$ cat src/rtl/axi_lite_sram_slave.sv
// AXI4-lite slave fronting a single-port synchronous SRAM macro.
// One transaction in flight; out-of-window or denied accesses answer SLVERR.
module axi_lite_sram_slave #(
  parameter logic [31:0] BASE_ADDR  = 32'h0000_0000,
  parameter int unsigned SIZE_BYTES = 4096,
  parameter bit          EXEC_OK    = 1'b1,
  localparam int unsigned AW        = $clog2(SIZE_BYTES / 4)
) (
  input  logic          g_clk,
  input  logic          g_resetn,
  input  logic          s_axi_awvalid,
  output logic          s_axi_awready,
  input  logic [31:0]   s_axi_awaddr,
  input  logic [2:0]    s_axi_awprot,
  input  logic          s_axi_wvalid,
  output logic          s_axi_wready,
  input  logic [31:0]   s_axi_wdata,
  input  logic [3:0]    s_axi_wstrb,
  output logic          s_axi_bvalid,
  input  logic          s_axi_bready,
  output logic [1:0]    s_axi_bresp,
  input  logic          s_axi_arvalid,
  output logic          s_axi_arready,
  input  logic [31:0]   s_axi_araddr,
  input  logic [2:0]    s_axi_arprot,
  output logic          s_axi_rvalid,
  input  logic          s_axi_rready,
  output logic [1:0]    s_axi_rresp,
  output logic [31:0]   s_axi_rdata,
  output logic          sram_cen,
  output logic          sram_wen,
  output logic [AW-1:0] sram_addr,
  output logic [31:0]   sram_wdata,
  output logic [3:0]    sram_wstrb,
  input  logic [31:0]   sram_rdata
);

  typedef enum logic [2:0] {
    ST_IDLE    = 3'd0,
    ST_WR_EXEC = 3'd1,
    ST_WR_RESP = 3'd2,
    ST_RD_EXEC = 3'd3,
    ST_RD_RESP = 3'd4
  } state_t;

  state_t          state_r, state_nxt_s;
  logic            aw_held_r, w_held_r;
  logic [31:0]     awaddr_r, wdata_r;
  logic [3:0]      wstrb_r;
  logic            err_r, err_nxt_s;
  logic            cen_r, cen_nxt_s, wen_r, wen_nxt_s;
  logic [AW-1:0]   addr_r, addr_nxt_s;
  logic [31:0]     sram_wdata_r, wdata_nxt_s;
  logic [3:0]      sram_wstrb_r, wstrb_nxt_s;
  logic            bvalid_r, rvalid_r;
  logic [1:0]      bresp_r, rresp_r;

  logic            aw_hs_s, w_hs_s, ar_hs_s, b_hs_s, wr_go_s;
  logic [31:0]     wr_addr_s, wr_data_s, wr_off_s, rd_off_s;
  logic [3:0]      wr_strb_s;
  logic            wr_ok_s, rd_ok_s;
  logic            unused_s;

  // Unsigned offset compare: addresses below the base wrap to a huge offset.
  function automatic logic in_window(input logic [31:0] off);
    return (off < SIZE_BYTES);
  endfunction

  assign s_axi_awready = (state_r == ST_IDLE) && !aw_held_r;
  assign s_axi_wready  = (state_r == ST_IDLE) && !w_held_r;
  assign s_axi_arready = (state_r == ST_IDLE) && !aw_held_r && !w_held_r &&
                         !s_axi_awvalid && !s_axi_wvalid;

  assign aw_hs_s = s_axi_awvalid && s_axi_awready;
  assign w_hs_s  = s_axi_wvalid  && s_axi_wready;
  assign ar_hs_s = s_axi_arvalid && s_axi_arready;
  assign b_hs_s  = bvalid_r && s_axi_bready;
  assign wr_go_s = (state_r == ST_IDLE) && (aw_held_r || aw_hs_s) && (w_held_r || w_hs_s);

  // A same-cycle handshake bypasses the holding registers.
  assign wr_addr_s = aw_hs_s ? s_axi_awaddr : awaddr_r;
  assign wr_data_s = w_hs_s  ? s_axi_wdata  : wdata_r;
  assign wr_strb_s = w_hs_s  ? s_axi_wstrb  : wstrb_r;
  assign wr_off_s  = wr_addr_s - BASE_ADDR;
  assign rd_off_s  = s_axi_araddr - BASE_ADDR;
  assign wr_ok_s   = in_window(wr_off_s);
  assign rd_ok_s   = in_window(rd_off_s) && !((EXEC_OK == 1'b0) && s_axi_arprot[2]);

  assign unused_s = ^{s_axi_awprot, s_axi_arprot[1:0], wr_off_s, rd_off_s};

  // Next state plus the SRAM command for the cycle that follows.
  always_comb begin
    state_nxt_s = state_r;
    err_nxt_s   = err_r;
    cen_nxt_s   = 1'b0;
    wen_nxt_s   = 1'b0;
    addr_nxt_s  = addr_r;
    wdata_nxt_s = sram_wdata_r;
    wstrb_nxt_s = sram_wstrb_r;
    case (state_r)
      ST_IDLE: begin
        if (wr_go_s) begin
          state_nxt_s = ST_WR_EXEC;
          err_nxt_s   = !wr_ok_s;
          cen_nxt_s   = wr_ok_s && (wr_strb_s != 4'h0);
          wen_nxt_s   = wr_ok_s && (wr_strb_s != 4'h0);
          addr_nxt_s  = wr_off_s[AW+1:2];
          wdata_nxt_s = wr_data_s;
          wstrb_nxt_s = wr_strb_s;
        end else if (ar_hs_s) begin
          state_nxt_s = ST_RD_EXEC;
          err_nxt_s   = !rd_ok_s;
          cen_nxt_s   = rd_ok_s;
          wen_nxt_s   = 1'b0;
          addr_nxt_s  = rd_off_s[AW+1:2];
        end else begin
          state_nxt_s = ST_IDLE;
        end
      end
      ST_WR_EXEC: state_nxt_s = ST_WR_RESP;
      ST_WR_RESP: begin
        if (s_axi_bready) begin
          state_nxt_s = ST_IDLE;
        end else begin
          state_nxt_s = ST_WR_RESP;
        end
      end
      ST_RD_EXEC: state_nxt_s = ST_RD_RESP;
      ST_RD_RESP: begin
        if (s_axi_rready) begin
          state_nxt_s = ST_IDLE;
        end else begin
          state_nxt_s = ST_RD_RESP;
        end
      end
      default: state_nxt_s = ST_IDLE;
    endcase
  end

  // State, SRAM command and response registers.
  always_ff @(posedge g_clk) begin
    if (!g_resetn) begin
      state_r      <= ST_IDLE;
      err_r        <= 1'b0;
      cen_r        <= 1'b0;
      wen_r        <= 1'b0;
      addr_r       <= '0;
      sram_wdata_r <= 32'h0;
      sram_wstrb_r <= 4'h0;
      bvalid_r     <= 1'b0;
      rvalid_r     <= 1'b0;
      bresp_r      <= 2'b00;
      rresp_r      <= 2'b00;
    end else begin
      state_r      <= state_nxt_s;
      err_r        <= err_nxt_s;
      cen_r        <= cen_nxt_s;
      wen_r        <= wen_nxt_s;
      addr_r       <= addr_nxt_s;
      sram_wdata_r <= wdata_nxt_s;
      sram_wstrb_r <= wstrb_nxt_s;
      bvalid_r     <= (state_nxt_s == ST_WR_RESP);
      rvalid_r     <= (state_nxt_s == ST_RD_RESP);
      bresp_r      <= ((state_nxt_s == ST_WR_RESP) && err_nxt_s) ? 2'b10 : 2'b00;
      rresp_r      <= ((state_nxt_s == ST_RD_RESP) && err_nxt_s) ? 2'b10 : 2'b00;
    end
  end

  // Write address/data holding registers, released by the B handshake.
  always_ff @(posedge g_clk) begin
    if (!g_resetn) begin
      aw_held_r <= 1'b0;
      w_held_r  <= 1'b0;
      awaddr_r  <= 32'h0;
      wdata_r   <= 32'h0;
      wstrb_r   <= 4'h0;
    end else if (b_hs_s) begin
      aw_held_r <= 1'b0;
      w_held_r  <= 1'b0;
    end else begin
      if (aw_hs_s) begin
        aw_held_r <= 1'b1;
        awaddr_r  <= s_axi_awaddr;
      end
      if (w_hs_s) begin
        w_held_r <= 1'b1;
        wdata_r  <= s_axi_wdata;
        wstrb_r  <= s_axi_wstrb;
      end
    end
  end

  assign sram_cen     = cen_r;
  assign sram_wen     = wen_r;
  assign sram_addr    = addr_r;
  assign sram_wdata   = sram_wdata_r;
  assign sram_wstrb   = sram_wstrb_r;
  assign s_axi_bvalid = bvalid_r;
  assign s_axi_bresp  = bresp_r;
  assign s_axi_rvalid = rvalid_r;
  assign s_axi_rresp  = rresp_r;
  // SRAM data is held until the next access, so a stalled R beat stays stable.
  assign s_axi_rdata  = (rvalid_r && (rresp_r == 2'b00)) ? sram_rdata : 32'h0;

endmodule
$ cat config.mk
export PLATFORM = sky130hd
export DESIGN_NAME = axi_lite_sram_slave
export DESIGN_NICKNAME = d
export VERILOG_FILES = /design/src/rtl/axi_lite_sram_slave.sv
export SDC_FILE = /design/constraint.sdc
export NUM_CORES = 1
export LEC_CHECK = 0
export BUFFER_PORTS_ARGS = -buffer_cell sky130_fd_sc_hd__buf_4
export CAP_MARGIN = 25
export CELL_PAD_IN_SITES_DETAIL_PLACEMENT = 0
export CELL_PAD_IN_SITES_GLOBAL_PLACEMENT = 1
export CORE_MARGIN = 2
export CORE_UTILIZATION = 34
export CTS_BUF_LIST = sky130_fd_sc_hd__clkbuf_8
export CTS_CLUSTER_DIAMETER = 80
export DETAILED_ROUTE_END_ITERATION = 8
export PLACE_DENSITY = 0.79
export SLEW_MARGIN = 10
export SYNTH_ARGS = -nofsm -noshare
export SYNTH_HDL_FRONTEND = slang
export SYNTH_SLANG_ARGS = --single-unit
$ cat constraint.sdc
create_clock -name g_clk -period 1.93 [get_ports g_clk]
set_input_delay 0.386 -clock g_clk [delete_from_list [all_inputs] [get_ports g_clk]]
set_output_delay 0.386 -clock g_clk [all_outputs]
set_load 0.005 [all_outputs]
==> impl_results.md, run 1 <==
* Hold Path Depth at 3
* Clk pwr share at 31.8%
* Initial drt markers at 212
* Placed cell count at 1000
* Root buf cell: clkbuf_8
* ANT cells at 0
* Critical Path RT at 1.54 ns
* Num CTS Buffers at 17
* Slew Limit Fails at 0
* Total power per unit cell area at 976 nW/um^2
* Clock buffer depth at 2
* RSZ-0062 raised after global routing: false
* GRT Util Overall at 19.4%
* Leak at 3.41 nW
* TritonCTS clock tree: built
* Status: finished clean
* CP Class: reg -> out
* ANT nets after route at 0
* Worst R2R Path Depth at 6
* Vias at just over 5000
* Sequential-to-total area share from yosys stat at about half
* Setup_tns at 0 ns
* Max transition margin at 65.1%
* Largest net degree at the start of global routing at 51
* Vias in the first global route at 5019
* Initial antenna violation count at 0
* Reg clk slew, reported paths at 0.08 ns
* DR vias/cell at just under 5
* Worst IR drop on VDD at 0.542 mV
* Logic gate share of total power at 25.4%
* Max_cap viols at 0
* Fmax at 546 MHz
* Hold WC Path Type: in -> reg
* Ratio of cells with drive above 1 in the final layout at 33.6%
* Worst-skew pair later-pin latency at 0.44 ns
* Worst Setup Start Kind: flop
* R2R Path Start: state_r[2]
* First-pass GRT wire length at 25.2 mm
* Psw at roughly 2.2 mW
* I/O pin count at between 200 and 250
* Commonest cells after routing, fill and taps aside: 234 x buf_4, 135 x nand2_1, 122 x dfxtp_1
* Die area at 16200 um^2
* Initial Util at 34.4%
* Sequential Power Share at a little over two fifths
* Critical path endpoint category: output pin
* Post-DP HPWL at roughly 11 mm
* Port bufs at roughly 220
* Die H at 127 um
* DR DRC count at 0
* Net Sw Frac at 30.0%
* Fillers at 1460
* CORE AREA at 15000 um^2
* H-tree depth at 4
* Pint at 5.10 mW
* Drt wl/cell at about 15 um
* Final Setup Violations at 0
* Tcrit/Tclk final at 94.9%
* Clock Skews at 0.0121 ns
* Post-Route WL at 15.6 mm
* Nets at 977
* Syn avg cell area at about 8.3 um^2
* YS warnings at 0
* Leading cell type in the layout, fill and taps excluded: buf_4
* Hold Fails Final Rpt at 0
* Hold Startpoint: s_axi_awaddr[24]
* Setup crit start: state_r[2]
* Mapped cell area at slightly above 5000 um^2
* Die width at 127 um
* Synthesis-to-layout area growth at 44.5%
* Crit Path Max Fanout at 6
* Syn Inst Count at a little over 600
* Cts hold-fix bufs at 0
* Netlist cell types at 34
* First-pass iteration count of the detailed router at 5
* CP arrival at 1.45 ns
* Minimum clock period at 1.83 ns
* GR Overflow Total at 0
* Std-Cell Rows at 45
* Worst-Margin Slew at 0.523 ns
* GP Congestion at 0.863
* Post-synthesis register bit count at roughly 120
* Clock Sinks at 124
* Cell Count, Final, Fillers Out at approximately 1000
[cell type report]
type                       instances  area [um^2]  share of cell area (%)
clock buffer                      21          289                    3.87
clock inverter                    11          116                    1.56
inverter                           2         7.51                   0.101
multi-input combinational        449         2500                    33.6
sequential                       124         2480                    33.3
tap                              188          235                    3.15
timing repair buffer             238         1830                    24.5
[cells by family after synthesis]
kind of cell	after synthesis	synth area share, %
other	1	0.0726
AOI/OAI and AO/OA	173	17.8
DFF	124	48.0
buffers and inverters	47	4.02
and+or+nand+nor	228	21.1
muxes	46	8.91
[metal layers]
layer	global-route usage [%]	wire, um	part of all wire, %	up-vias
li1	-	-	-	2559
met1	24.2	6830	44	2419
met2	32.2	7650	49	139
met3	5.65	928	5.9	20
met4	6.79	235	1.5	0
met5	0	0	0	-
[cells in the mapped netlist]
master    number  area, um^2
nor4b_4        1        23.8
nand3_1        5        25.0
nand4_1        1        6.26
and3_1         1        6.26
buf_4          3        22.5
a32o_1         1        10.0
inv_2          1        3.75
clkbuf_1      26        97.6
a21o_1         1        7.51
and2_1        36         225
nor4b_1        1        8.76
conb_1         1        3.75
inv_1          1        3.75
nor4_4         2        42.5
o21ai_1        1        5.00
o221ai_1       1        8.76
nand2_2        1        6.26
o21ai_0       49         245
mux2i_1       46         460
nand2_1      135         507
o311a_2        1        11.3
dfxtp_1      124        2480
a21oi_4        1        16.3
or4_1          1        7.51
nor4_1        17         106
nor2b_1        3        18.8
buf_2         16        80.1
a21oi_1      107         536
and4b_1        1        10.0
nand2b_1       1        6.26
and3_2         1        7.51
a211oi_1      11        82.6
nor2_1        17        63.8
nor3_1         4        20.0
[power groups by stage]
| stage | clock network [mW] | logic, mW | registers (mW) |
|---|---|---|---|
| floorplan | 0 | 1.00 | 3.14 |
| global placement | 0 | 1.82 | 3.16 |
| detailed placement | 0 | 1.86 | 3.17 |
| CTS | 2.38 | 1.87 | 3.12 |
| global route | 2.49 | 2.06 | 3.17 |
| finish | 2.31 | 1.85 | 3.12 |
[worst max-delay path: stages, from the launching register on]
cell and delay, ns:
dfxtp_2 0.37, nor4_4 0.34, and2_1 0.18, buf_4 0.11
[flip-flops by register name, indices dropped and copies added, names as in the netlist]
name          flops
aw_held_r         1
awaddr_r         30
err_r             1
s_axi_bresp       1
s_axi_bvalid      1
s_axi_rresp       1
s_axi_rvalid      1
sram_addr        10
sram_cen          1
sram_wdata       32
sram_wen          1
sram_wstrb        4
state_r           3
w_held_r          1
wdata_r          32
wstrb_r           4
[metrics by stage]
stage | total power, mW | worst slack (ns) | hold WS [ns] | area [um^2] | utilization (%)
6_report | 7.29 | 0.0980 | 0.191 | 7470 | 49.7
5_1_grt | 7.72 | 0.00176 | 0.165 | 7470 | 49.7
2_1_floorplan | 4.14 | 0.238 | 0.431 | 5170 | -
4_1_cts | 7.37 | 0.0479 | 0.164 | 7450 | 49.5
3_5_place_dp | 5.03 | 0.106 | 0.447 | 7030 | 46.8
3_3_place_gp | 4.98 | 0.176 | 0.441 | 7030 | 46.8
[path summary, 6_finish.rpt]
check,end,slack [ns]
max,s_axi_arready,0.1
min,awaddr_r[24],0.19
max reg2reg,sram_cen,0.20
min reg2reg,wdata_r[20],0.45
[timing repair]
item / 4_1_cts / 5_1_grt
setup buffers: 1 / 0
pin swaps: 1 / 1
gates resized for setup: 1 / 5
setup endpoints to repair: 1 / 5
Power figures use the tool's default switching activity.
==> inputs of run 2 (changes only) <==
- CAP_MARGIN: 25 -> 30
- CORE_UTILIZATION: 34 -> 31
- PLACE_DENSITY: 0.79 -> 0.75
- clock period: 1.93 -> 1.5 ns (I/O delays scaled with it)
==> run 2 against run 1 <==
The flow now finishes with violations (setup timing). Non-clock buffer count grew 83. Sequential power grew 29%. Clock power grew 44%. Clock skew shrank 0.0022 ns. Count of clock-buffer cells in the layout is the same. Sequential share of layout area shrank 7.4 points. Die area grew 9.4%. Cell count grew 11%. Wire length grew 31%. Register-to-register slack lost 0.49 ns. Core utilization grew 9.0 points. Worst setup slack lost 0.39 ns. Largest cell class unchanged. Largest power group is now combinational logic.
==> impl_results.md, run 2 (synthesis results as in run 1) <==
* Clock buffer depth at 2 (unchanged)
* Status: finished, violations left (was finished clean)
* Die H at 133 um (was 127 um)
* CP arrival at 2.17 ns (was 1.45 ns)
* RSZ-0062 raised after global routing: true (was false)
* Worst Hold End: wdata_r[14] (was awaddr_r[24])
* Commonest cells after routing, fill and taps aside: 226 x buf_4, 118 x dfxtp_1, 99 x nand2_1 (was 234 x buf_4, 135 x nand2_1, 122 x dfxtp_1)
* Crit Path Max Fanout at 3 (was 6)
* Worst Setup Start Kind: flop (unchanged)
* Max_cap viols at 0 (unchanged)
* R2R Path Start: state_r[2] (unchanged)
* GRT Util Overall at 22.2% (was 19.4%)
* Post-Route WL at 20.5 mm (was 15.6 mm)
* Hold WC Path Type: in -> reg (unchanged)
* GP Congestion at 0.788 (was 0.863)
* Vias in the first global route at 5759 (was 5019)
* Max transition margin at 45.5% (was 65.1%)
* Leak at 4.36 nW (was 3.41 nW)
* Failing checks: setup timing
* Initial antenna violation count at 0 (unchanged)
* Critical Path RT at 1.88 ns (was 1.54 ns)
* Die area at 17700 um^2 (was 16200 um^2)
* Std-Cell Rows at 47 (was 45)
* Worst R2R Path Depth at 8 (was 6)
* Worst Slack Setup Final at -0.291 ns (was 0.0980 ns)
* Largest net degree at the start of global routing at 52 (was 51)
* Hold Fails Final Rpt at 0 (unchanged)
* Capturing point of the worst reg2reg path: s_axi_bresp[1] (was sram_cen)
* Initial drt markers at 270 (was 212)
* Post-DP HPWL at 11.5 mm (was 11.2 mm)
* First-pass GRT wire length at 30.6 mm (was 25.2 mm)
* Ratio of cells with drive above 1 in the final layout at 56.0% (was 33.6%)
* Worst-Margin Slew at 0.818 ns (was 0.523 ns)
* DR DRC count at 0 (unchanged)
* Pre-CTS setup slack at -0.152 ns (was 0.106 ns)
* Fmax at 558 MHz
* GR Overflow Total at 0 (unchanged)
* I/O pin count at 234 (unchanged)
* DR vias/cell at 5.01 (was 4.97)
* Clock Sinks at 124 (unchanged)
* Initial Util at 31.4% (was 34.4%)
* Hold Path Depth at 3 (unchanged)
* Die width at 133 um (was 127 um)
* Finished Core Util at 58.7% (was 49.7%)
* Synthesis-to-layout area growth at 86.9% (was 44.5%)
* Num CTS Buffers at 17 (unchanged)
* Worst-skew pair later-pin latency at 0.44 ns (about the same)
* Worst IR drop on VDD at 0.631 mV (was 0.542 mV)
* Vias at 5742 (was 5137)
* Clock Skews at 0.00988 ns (was 0.0121 ns)
* Slew Limit Fails at 0 (unchanged)
* First-pass iteration count of the detailed router at 4 (was 5)
* Drt wl/cell at 17.9 um (was 15.1 um)
* Port bufs at 221 (unchanged)
* Hold Startpoint: s_axi_wdata[14] (was s_axi_awaddr[24])
* Root buf cell: clkbuf_8 (unchanged)
* Cts hold-fix bufs at 0 (unchanged)
* CP Class: reg -> reg (was reg -> out)
* H-tree depth at 4 (unchanged)
* Leading cell type in the layout, fill and taps excluded: buf_4 (unchanged)
* Final Setup Violations at 154 (was 0)
* Tcrit/Tclk final at 119%
* Flop-to-flop setup slack at -0.29 ns (was 0.20 ns)
* Minimum clock period at 1.79 ns
* Reg clk slew, reported paths at 0.07 ns (was 0.08 ns)
* Critical path endpoint category: flop (was output pin)
* TritonCTS clock tree: built (unchanged)
* Nets at 1060 (was 977)
* ANT nets after route at 0 (unchanged)
* CORE AREA at 16500 um^2 (was 15000 um^2)
* ANT cells at 0 (unchanged)
* Total power per unit cell area at 1220 nW/um^2 (was 976 nW/um^2)
==> run 2: worst max-delay path by stage <==
| stage | start | to | slack [ns] | cells past startpoint |
|---|---|---|---|---|
| global placement | s_axi_awaddr[16] | err_r | -0.13 | 6 |
| detailed placement | state_r[0] | sram_wdata[11] | -0.15 | 7 |
| CTS | state_r[2] | s_axi_arready | -0.29 | 4 |
| finish | state_r[2] | s_axi_bresp[1] | -0.29 | 8 |
| floorplan | state_r[2] | s_axi_bresp[1] | -0.04 | 5 |
| global route | state_r[2] | s_axi_bresp[1] | -0.39 | 8 |
==> run 2: where the power goes <==
part           switching, mW  internal [mW]
combinational           1.99           2.42
sequential             0.291           3.75
clock                   1.35           1.98
==> run 2: stage by stage <==
stage	area, um^2	total power [mW]	hold slack [ns]	instances	setup TNS [ns]
after global placement	7360	6.61	0.441	1059	-6.45
after floorplan	5240	5.39	0.436	620	-1.25
after detailed placement	7360	6.67	0.447	1059	-8.49
after global routing	9660	12.3	0.0756	1147	-39.11
final	9660	11.8	0.100	1147	-25.70
after CTS	9180	11.4	0.0862	1142	-27.52
==> run 2: repair_timing <==
| action | 4_1_cts | 5_1_grt |
|---|---|---|
| endpoints found under the hold margin | 0 | 0 |
| pin swaps | 91 | 76 |
| setup buffers | 29 | 13 |
| resized for setup | 187 | 155 |
| setup endpoints to repair | 151 | 155 |
| gates cloned | 23 | 2 |
==> run 2: layout make-up <==
type                    instances  area, um^2
clock buffers                  21         289
inverters                       2        7.51
well taps                     220         275
clock inverters                10         163
fillers                      1439        6810
repair buffers                321        3200
multi-input cells             449        3230
flip-flops and latches        124        2500
==> run 2: worst max-delay path, stage by stage, from the launching register on <==
cell and delay [ns]:
dfxtp_4 0.36, nor4_4 0.27, buf_4 0.17, buf_6 0.10
buf_6 0.10, and3_4 0.21, o311a_4 0.17, nor4b_4 0.19
and2_1 0.16
==> run 2: layer usage <==
| layer | routed length [um] | GRT usage, % |
|---|---|---|
| met1 | 8250 | 26.8 |
| met2 | 10700 | 38.4 |
| met3 | 1130 | 5.59 |
| met4 | 467 | 8.04 |
| met5 | 0 | 0 |
